===== config.mk =====
export PLATFORM = sky130hd
export DESIGN_NAME = imem_port_arbiter
export DESIGN_NICKNAME = d
export VERILOG_FILES = /design/src/rtl/imem_port_arbiter.sv
export SDC_FILE = /design/constraint.sdc
export NUM_CORES = 1
export LEC_CHECK = 0
export BUFFER_PORTS_ARGS = -buffer_cell sky130_fd_sc_hd__buf_2
export CAP_MARGIN = 20
export CORE_AREA = 5 5 80 82
export CTS_CLUSTER_SIZE = 14
export DETAILED_ROUTE_END_ITERATION = 8
export DIE_AREA = 0 0 85 87
export HOLD_SLACK_MARGIN = 0.08
export PLACE_DENSITY_LB_ADDON = 0.08
export SLEW_MARGIN = 0
export SYNTH_ARGS = -nofsm -noshare
export SYNTH_HDL_FRONTEND = slang
export SYNTH_SLANG_ARGS = --single-unit

===== constraint.sdc =====
create_clock -name clk -period 1.52 [get_ports clk]
set_input_delay 0.152 -clock clk [delete_from_list [all_inputs] [get_ports clk]]
set_output_delay 0.152 -clock clk [all_outputs]
set_load 0.01 [all_outputs]

===== src/rtl/imem_port_arbiter.sv =====
// Two-port arbiter in front of a single-port instruction memory: a fetch reader and a
// loader writer share the port. The loader wins by default, and a fetch is starvation-bounded.
module imem_port_arbiter #(
  parameter int ADDR_W = 6,
  parameter int MAX_WAIT = 4,
  localparam int CNT_W = $clog2(MAX_WAIT + 1)
) (
  input  logic              clk,
  input  logic              reset,
  input  logic              f_req,
  input  logic [31:0]       f_addr,
  output logic              f_gnt,
  output logic              f_rvalid,
  output logic [31:0]       f_rdata,
  output logic              f_err,
  input  logic              l_req,
  input  logic [31:0]       l_addr,
  input  logic [31:0]       l_wdata,
  output logic              l_gnt,
  output logic              l_err,
  output logic              mem_en,
  output logic              mem_we,
  output logic [ADDR_W-1:0] mem_addr,
  output logic [31:0]       mem_wdata,
  input  logic [31:0]       mem_rdata,
  output logic [CNT_W-1:0]  wait_cnt
);

  localparam logic [CNT_W-1:0] MAX_CNT = CNT_W'(MAX_WAIT);

  // Handshake: a requester holds req (and its address/data) stable until its gnt is high
  // in the same cycle; gnt is combinational, so the transfer happens in that cycle.
  logic fetch_turn;
  logic l_aligned;
  logic l_write;
  logic rvalid_q;
  logic ferr_q;

  assign fetch_turn = (wait_cnt == MAX_CNT);
  assign f_gnt      = ~reset & f_req & (~l_req | fetch_turn);
  assign l_gnt      = ~reset & l_req & ~(f_req & fetch_turn);
  assign l_aligned  = (l_addr[1:0] == 2'b00);
  assign l_write    = l_gnt & l_aligned;
  assign l_err      = l_gnt & ~l_aligned;

  always_comb begin
    mem_en    = 1'b0;
    mem_we    = 1'b0;
    mem_addr  = '0;
    mem_wdata = '0;
    if (f_gnt) begin
      mem_en   = 1'b1;
      mem_addr = f_addr[ADDR_W+1:2];
    end else if (l_write) begin
      mem_en    = 1'b1;
      mem_we    = 1'b1;
      mem_addr  = l_addr[ADDR_W+1:2];
      mem_wdata = l_wdata;
    end
  end

  always_ff @(posedge clk) begin
    if (reset) begin
      wait_cnt <= '0;
      rvalid_q <= 1'b0;
      ferr_q   <= 1'b0;
    end else begin
      rvalid_q <= f_gnt;
      ferr_q   <= f_gnt & (f_addr[1:0] != 2'b00);
      if (f_gnt || !f_req) begin
        wait_cnt <= '0;
      end else if (l_gnt && !fetch_turn) begin
        wait_cnt <= wait_cnt + 1'b1;
      end
    end
  end

  // The read response is masked during reset so a reset right after a grant kills it.
  assign f_rvalid = rvalid_q & ~reset;
  assign f_err    = ferr_q & ~reset;
  assign f_rdata  = f_rvalid ? mem_rdata : 32'h0;

  logic unused_addr_bits;
  assign unused_addr_bits = ^{f_addr[31:ADDR_W+2], l_addr[31:ADDR_W+2]};

endmodule


==> results of run 1 <==
registers in the layout (all words and copies together), names as in the netlist:
| signal | flops |
|---|---|
| rvalid_q | 1 |
| wait_cnt | 3 |
| ferr_q | 1 |
stage by stage:
stage	cell area, um^2	hold WS (ns)	std cells	util (%)	TNS (ns)
after floorplan	758	0.244	106	-	0
after global placement	1690	0.360	344	29.8	-0.319
after detailed placement	1690	0.370	344	29.8	-0.120
after CTS	1990	0.147	353	35.0	-7.38
after global routing	1950	0.152	351	34.4	-7.81
final	1950	0.143	351	34.4	-4.38
report_power, final:
part | switching, mW | leakage, nW | internal [mW]
Combinational | 0.106 | 1.12 | 0.156
Sequential | 0.00119 | 0.0416 | 0.136
Clock | 0.0669 | 0.0228 | 0.180
worst max-delay path by stage:
stage | startpoint | end | slack (ns) | cells past startpoint
3_3_place_gp | wait_cnt[0] | mem_wdata[5] | -0.03 | 7
4_1_cts | wait_cnt[1] | mem_wdata[23] | -0.21 | 8
5_1_grt | wait_cnt[1] | mem_en | -0.23 | 7
6_report | wait_cnt[1] | mem_en | -0.16 | 7
2_1_floorplan | wait_cnt[0] | mem_wdata[0] | 0.04 | 6
3_5_place_dp | wait_cnt[0] | mem_wdata[5] | -0.02 | 7
Yosys cell counts:
library cell / n / share of area [%]
a21oi_1: 1 / 0.66
a21oi_2: 1 / 1.2
a22o_1: 6 / 6.9
and2_1: 64 / 53
and3b_1: 1 / 1.2
and4b_4: 1 / 1.8
buf_2: 1 / 0.66
buf_4: 1 / 0.99
buf_6: 1 / 1.5
clkbuf_1: 2 / 0.99
clkbuf_2: 2 / 1.3
dfxtp_1: 5 / 13
ha_1: 2 / 3.3
inv_1: 3 / 1.5
mux2i_1: 1 / 1.3
nand2_1: 1 / 0.49
nand2b_1: 1 / 0.83
nand3_1: 1 / 0.66
nand3b_1: 1 / 0.99
nor2_1: 3 / 1.5
nor2b_1: 3 / 2.5
nor3b_1: 2 / 2.0
o21a_1: 1 / 0.99
or2_1: 1 / 0.83
placed cells by master (no fill, tap or decap), types with 2 or more instances in the layout:
cell / Yosys / routed
clkbuf_8: 0 / 3
a22o_1: 6 / 6
buf_6: 1 / 19
and2_1: 64 / 47
dfxtp_2: 0 / 2
inv_2: 0 / 2
buf_4: 1 / 6
a21oi_4: 0 / 2
nor3b_1: 2 / 2
buf_2: 1 / 146
nor2_1: 3 / 3
and2_4: 0 / 17
dfxtp_1: 5 / 3
nor2b_1: 3 / 3
what timing repair did:
action / 4_1_cts / 5_1_grt
pin swaps: 4 / 10
gates cloned: 2 / 1
setup buffers: 4 / 0
endpoints found under the setup margin: 41 / 42
resized for setup: 46 / 7
critical path: stages, from the launching register on:
cell and delay [ns]:
dfxtp_2 0.31, inv_2 0.06, ha_4 0.13, nand3_2 0.07
and4b_4 0.22, buf_4 0.16, or2_1 0.20, buf_2 0.14
cells by family (layout without fill, tap and decap cells):
family | after synthesis | after routing | share of synthesized area [%]
and+or+nand+nor | 79 | 79 | 65.5
adders and majority gates | 2 | 2 | 3.30
AOI/OAI and AO/OA | 9 | 10 | 9.74
buffers and inverters | 10 | 179 | 6.93
DFF | 5 | 5 | 13.2
muxes | 1 | 1 | 1.32
final cells by class:
type	count	share of cell area [%]
Multi-Input combinational cell	92	35.5
Clock buffer	4	2.31
Inverter	3	0.577
Sequential cell	5	5.26
Timing Repair Buffer	172	51.5
Tap cell	75	4.81
layer usage:
layer | track usage [%] | wire length, um | vias up
met5 | 0 | 0 | -
met4 | 3.02 | 47 | 0
li1 | - | - | 676
met3 | 5.20 | 812 | 4
met1 | 10.9 | 1570 | 519
met2 | 17.4 | 1910 | 120
==> impl_metrics.csv, run 1 <==
group,metric,value,unit
cts,cts_tree,"built",
die,ios,212,
logic_synthesis,synthCells,106,
cts,clk_latency,0.22,ns
sta,finalSetupViolCount,40,
min_path,hold_start,"f_addr[0]",
min_path,hp-class,"input port to flip-flop",
power_and_ir_drop,p_per_area,331,nW/um^2
flow_run,cap_viol_max_count,0,
logic_synthesis,synth.distinct_cells,24,
die,core_area,5680,um^2
worst_setup_path,criticalPathCategory,"flip-flop to output port",
worst_setup_path,r2r-end,"wait_cnt[1]",
sta,timing.final.crit_period,1.68,ns
layout,drive_gt1_share,73.6,%
layout,fill_cells,620,
logic_synthesis,synth-seq-cells,5,
route,dr.pass1.iters,3,
die,fp-row-count,28,
worst_setup_path,rr_startpoint,"wait_cnt[1]",
layout,regArea,103,um^2
cts,cts_buffers,3,
sta,slew_viol_final,0,
logic_synthesis,syn-num-nets,240,
min_path,holdPathEnd,"ferr_q",
route,drt_iter0_drc,8,
grt,grt_use_total,10.1,%
cts,hold_buffers,0,
layout,layout.nets,411,
sta,fin_skew,0.00490,ns
worst_setup_path,worst-r2r-cell-count,6,
die,dieArea,7400,um^2
layout,syn_to_final_growth,157,%
logic_synthesis,yosysWarnings,0,
grt,grt-ovfl-total,0,
sta,fin_ws,-0.156,ns
min_path,whs_path_depth,2,
cts,htree_levels,1,
sta,max_slew.worst_pin.slew,0.271,ns
grt,grt_pass1_vias,1312,
route,drc_errors,0,
power_and_ir_drop,power.total,646,uW
outcome,status,"complete, but fails checks",
grt,grt_antenna_before_repair,0,
route,num_vias,1319,
placement,dp_slack,-0.0234,ns
sta,hold_viol_final,0,
cts,clkSinkCount,5,
route,drtAntennaViolNets,0,
grt,grt_pass1_wl,6.14,mm
power_and_ir_drop,peakVddDrop,0.167,mV
sta,clock.fmax,597,MHz
logic_synthesis,avgSynthCellArea,7.15,um^2
die,die_h,87,um
worst_setup_path,worstSetupStartpointType,"flip-flop",
layout,multi_input_area,693,um^2
logic_synthesis,seq_area_frac_synth,13.2,%
sta,slew_headroom,81.9,%
cts,cts.clk_slew.worst_paths,0.04,ns
sta,grt_setup_unrepaired,"true",
power_and_ir_drop,p_leak,1.19,nW
worst_setup_path,crit_arrival,1.52,ns
die,die_w,85,um
route,via_per_inst,3.76,
worst_setup_path,required,1.37,ns
cts,cts.path.max_buffers,2,
logic_synthesis,syn_area,758,um^2
cts,clockRootBuffer,"clkbuf_8",
worst_setup_path,end_kind,"output port",
worst_setup_path,r2r_slack,0.35,ns
outcome,failed_checks,"setup timing",
placement,dpl.hpwl,3.70,mm
placement,globalplace.congestion,0.776,
grt,grt_max_degree,34,
worst_setup_path,crit_fanout,7,
sta,timing.final.crit_share,110,%
placement,io_buffers,163,
die,start_util,13.4,%
route,post_drt_wl_per_cell,12.4,um
layout,antennaDiodeCount,0,
route,wirelength,4.34,mm
Note: power is estimated with default switching activity, not from simulation.
==> run 2, diff against run 1 <==
Settings changed: CELL_PAD_IN_SITES_DETAIL_PLACEMENT from default to 1, CELL_PAD_IN_SITES_GLOBAL_PLACEMENT from default to 1, CORE_AREA 5 5 80 82 to default, CORE_ASPECT_RATIO from default to 0.7, CORE_MARGIN from default to 5, CORE_UTILIZATION from default to 10, DIE_AREA 0 0 85 87 to default.
==> impl_metrics.csv, run 2 (synthesis results as in run 1) <==
group,metric,value,unit
cts,htree_levels,1,
power_and_ir_drop,peakVddDrop,0.548,mV
sta,finalSetupViolCount,41,
sta,grt_setup_unrepaired,"true",
power_and_ir_drop,power_frac_seq,20.4,%
route,drtAntennaViolNets,0,
worst_setup_path,worstSetupStartpointType,"flip-flop",
power_and_ir_drop,power.internal,492,uW
layout,final_util,29.1,%
layout,top_regs,"wait_cnt (3), ferr_q (1), rvalid_q (1)",
layout,largest_register_ff_count,3,
power_and_ir_drop,p_leak,1.26,nW
sta,timing.final.crit_share,113,%
sta,whs,0.131,ns
cts,clk_latency,0.22,ns
layout,regArea,103,um^2
sta,hold_viol_final,0,
cts,cts_tree,"built",
route,post_drt_wl_per_cell,13.2,um
route,drc_errors,0,
sta,clock.fmax,581,MHz
cts,cts.path.max_buffers,2,
placement,globalplace.congestion,0.707,
grt,grt_antenna_before_repair,0,
min_path,hold_start,"f_addr[0]",
layout,drive_gt1_share,75.6,%
placement,dpl.hpwl,4.22,mm
layout,antennaDiodeCount,0,
sta,setup-tns-final,-6.28,ns
sta,slew_viol_final,0,
sta,fin_skew,0.00204,ns
worst_setup_path,rr_startpoint,"wait_cnt[1]",
sta,fin_ws,-0.202,ns
power_and_ir_drop,power.total,669,uW
worst_setup_path,required,1.37,ns
die,die_w,114,um
placement,dp.cells,370,
layout,finalNonFillerCells,381,
power_and_ir_drop,p_per_area,313,nW/um^2
worst_setup_path,end_kind,"output port",
die,die_h,82.9,um
power_and_ir_drop,power.share.switching,26.5,%
cts,clockRootBuffer,"clkbuf_8",
die,core_area,7350,um^2
die,ios,212,
cts,cts.clk_slew.worst_paths,0.04,ns
grt,grt_max_degree,34,
placement,placed_area,1760,um^2
outcome,failed_checks,"setup timing",
layout,layout_common_cells,"139 x buf_2, 43 x and2_1, 29 x buf_6",
cts,clkSinkCount,5,
grt,grt-ovfl-total,0,
die,start_util,10.3,%
worst_setup_path,cp-endpoint,"mem_addr[4]",
worst_setup_path,crit_start,"wait_cnt[1]",
grt,grt_use_total,9.40,%
outcome,status,"complete, but fails checks",
route,wirelength,5.05,mm
worst_setup_path,crit_fanout,6,
layout,final_common_cell,"buf_2",
die,dieArea,9450,um^2
worst_setup_path,r2r-end,"ferr_q",
sta,max_slew.worst_pin.slew,0.241,ns
placement,dp_slack,-0.0370,ns
sta,timing.final.crit_period,1.72,ns
placement,io_buffers,163,
layout,fill_cells,934,
worst_setup_path,r2r_slack,0.24,ns
route,drt_iter0_drc,12,
min_path,hp-class,"input port to flip-flop",
flow_run,cap_viol_max_count,0,
layout,syn_to_final_growth,182,%
route,dr.pass1.iters,4,
worst_setup_path,worst-r2r-cell-count,7,
sta,slew_headroom,83.9,%
layout,multi_input_area,688,um^2
worst_setup_path,crit_arrival,1.57,ns
power_and_ir_drop,p_clk_share,36.8,%
route,num_vias,1346,
grt,grt_pass1_vias,1282,
layout,layout.nets,418,
route,via_per_inst,3.53,
grt,grt_pass1_wl,7.31,mm
worst_setup_path,criticalPathCategory,"flip-flop to output port",
layout,fin_area,2140,um^2
die,fp-row-count,26,
cts,cts_buffers,3,
layout,top_register,"wait_cnt",
power_and_ir_drop,p_sw,177,uW
power_and_ir_drop,combPwrFrac,42.8,%
## run 2: per-layer routing
layer  part of all wire [%]  vias to the layer above  track usage (%)
met5                      0                        -                0
met4                   0.54                        0            0.755
met3                    7.4                        2             2.33
met2                     56                       50             19.2
met1                     36                      604             9.82
li1                       -                      690                -
## run 2: worst max-delay path: stages, from the launching register on
cell and delay, ns:
dfxtp_2 0.31, inv_2 0.06, ha_4 0.14, nand3_2 0.06, and4b_4 0.21, buf_6 0.12
buf_6 0.12, a22o_1 0.18, buf_2 0.14
## run 2: final cells by class
class,count,share of cell area (%)
Timing Repair Buffer,180,54.7
Sequential cell,5,4.80
Tap cell,98,5.73
Multi-Input combinational cell,91,32.2
Clock buffer,4,2.11
Inverter,3,0.526
## run 2: worst min path at each step
| stage | end | slack (ns) | cells past startpoint |
|---|---|---|---|
| 6_report | ferr_q | 0.13 | 2 |
| 5_1_grt | ferr_q | 0.15 | 2 |
| 4_1_cts | ferr_q | 0.13 | 2 |
| 3_5_place_dp | ferr_q | 0.36 | 2 |
| 3_3_place_gp | ferr_q | 0.36 | 2 |
| 2_1_floorplan | rvalid_q | 0.24 | 1 |
## run 2: power groups by stage
stage	sequential (mW)	combinational [mW]	clock [mW]
2_1_floorplan	0.139	0.0787	0
5_1_grt	0.137	0.312	0.267
6_report	0.137	0.286	0.246
3_5_place_dp	0.138	0.242	0
3_3_place_gp	0.138	0.241	0
4_1_cts	0.137	0.288	0.256
## run 2: repair_timing
item,CTS,global route
pin swaps,23,7
hold buffers,0,0
setup buffers,6,2
cloned,2,1
endpoints found under the setup margin,41,42
resized for setup,57,12
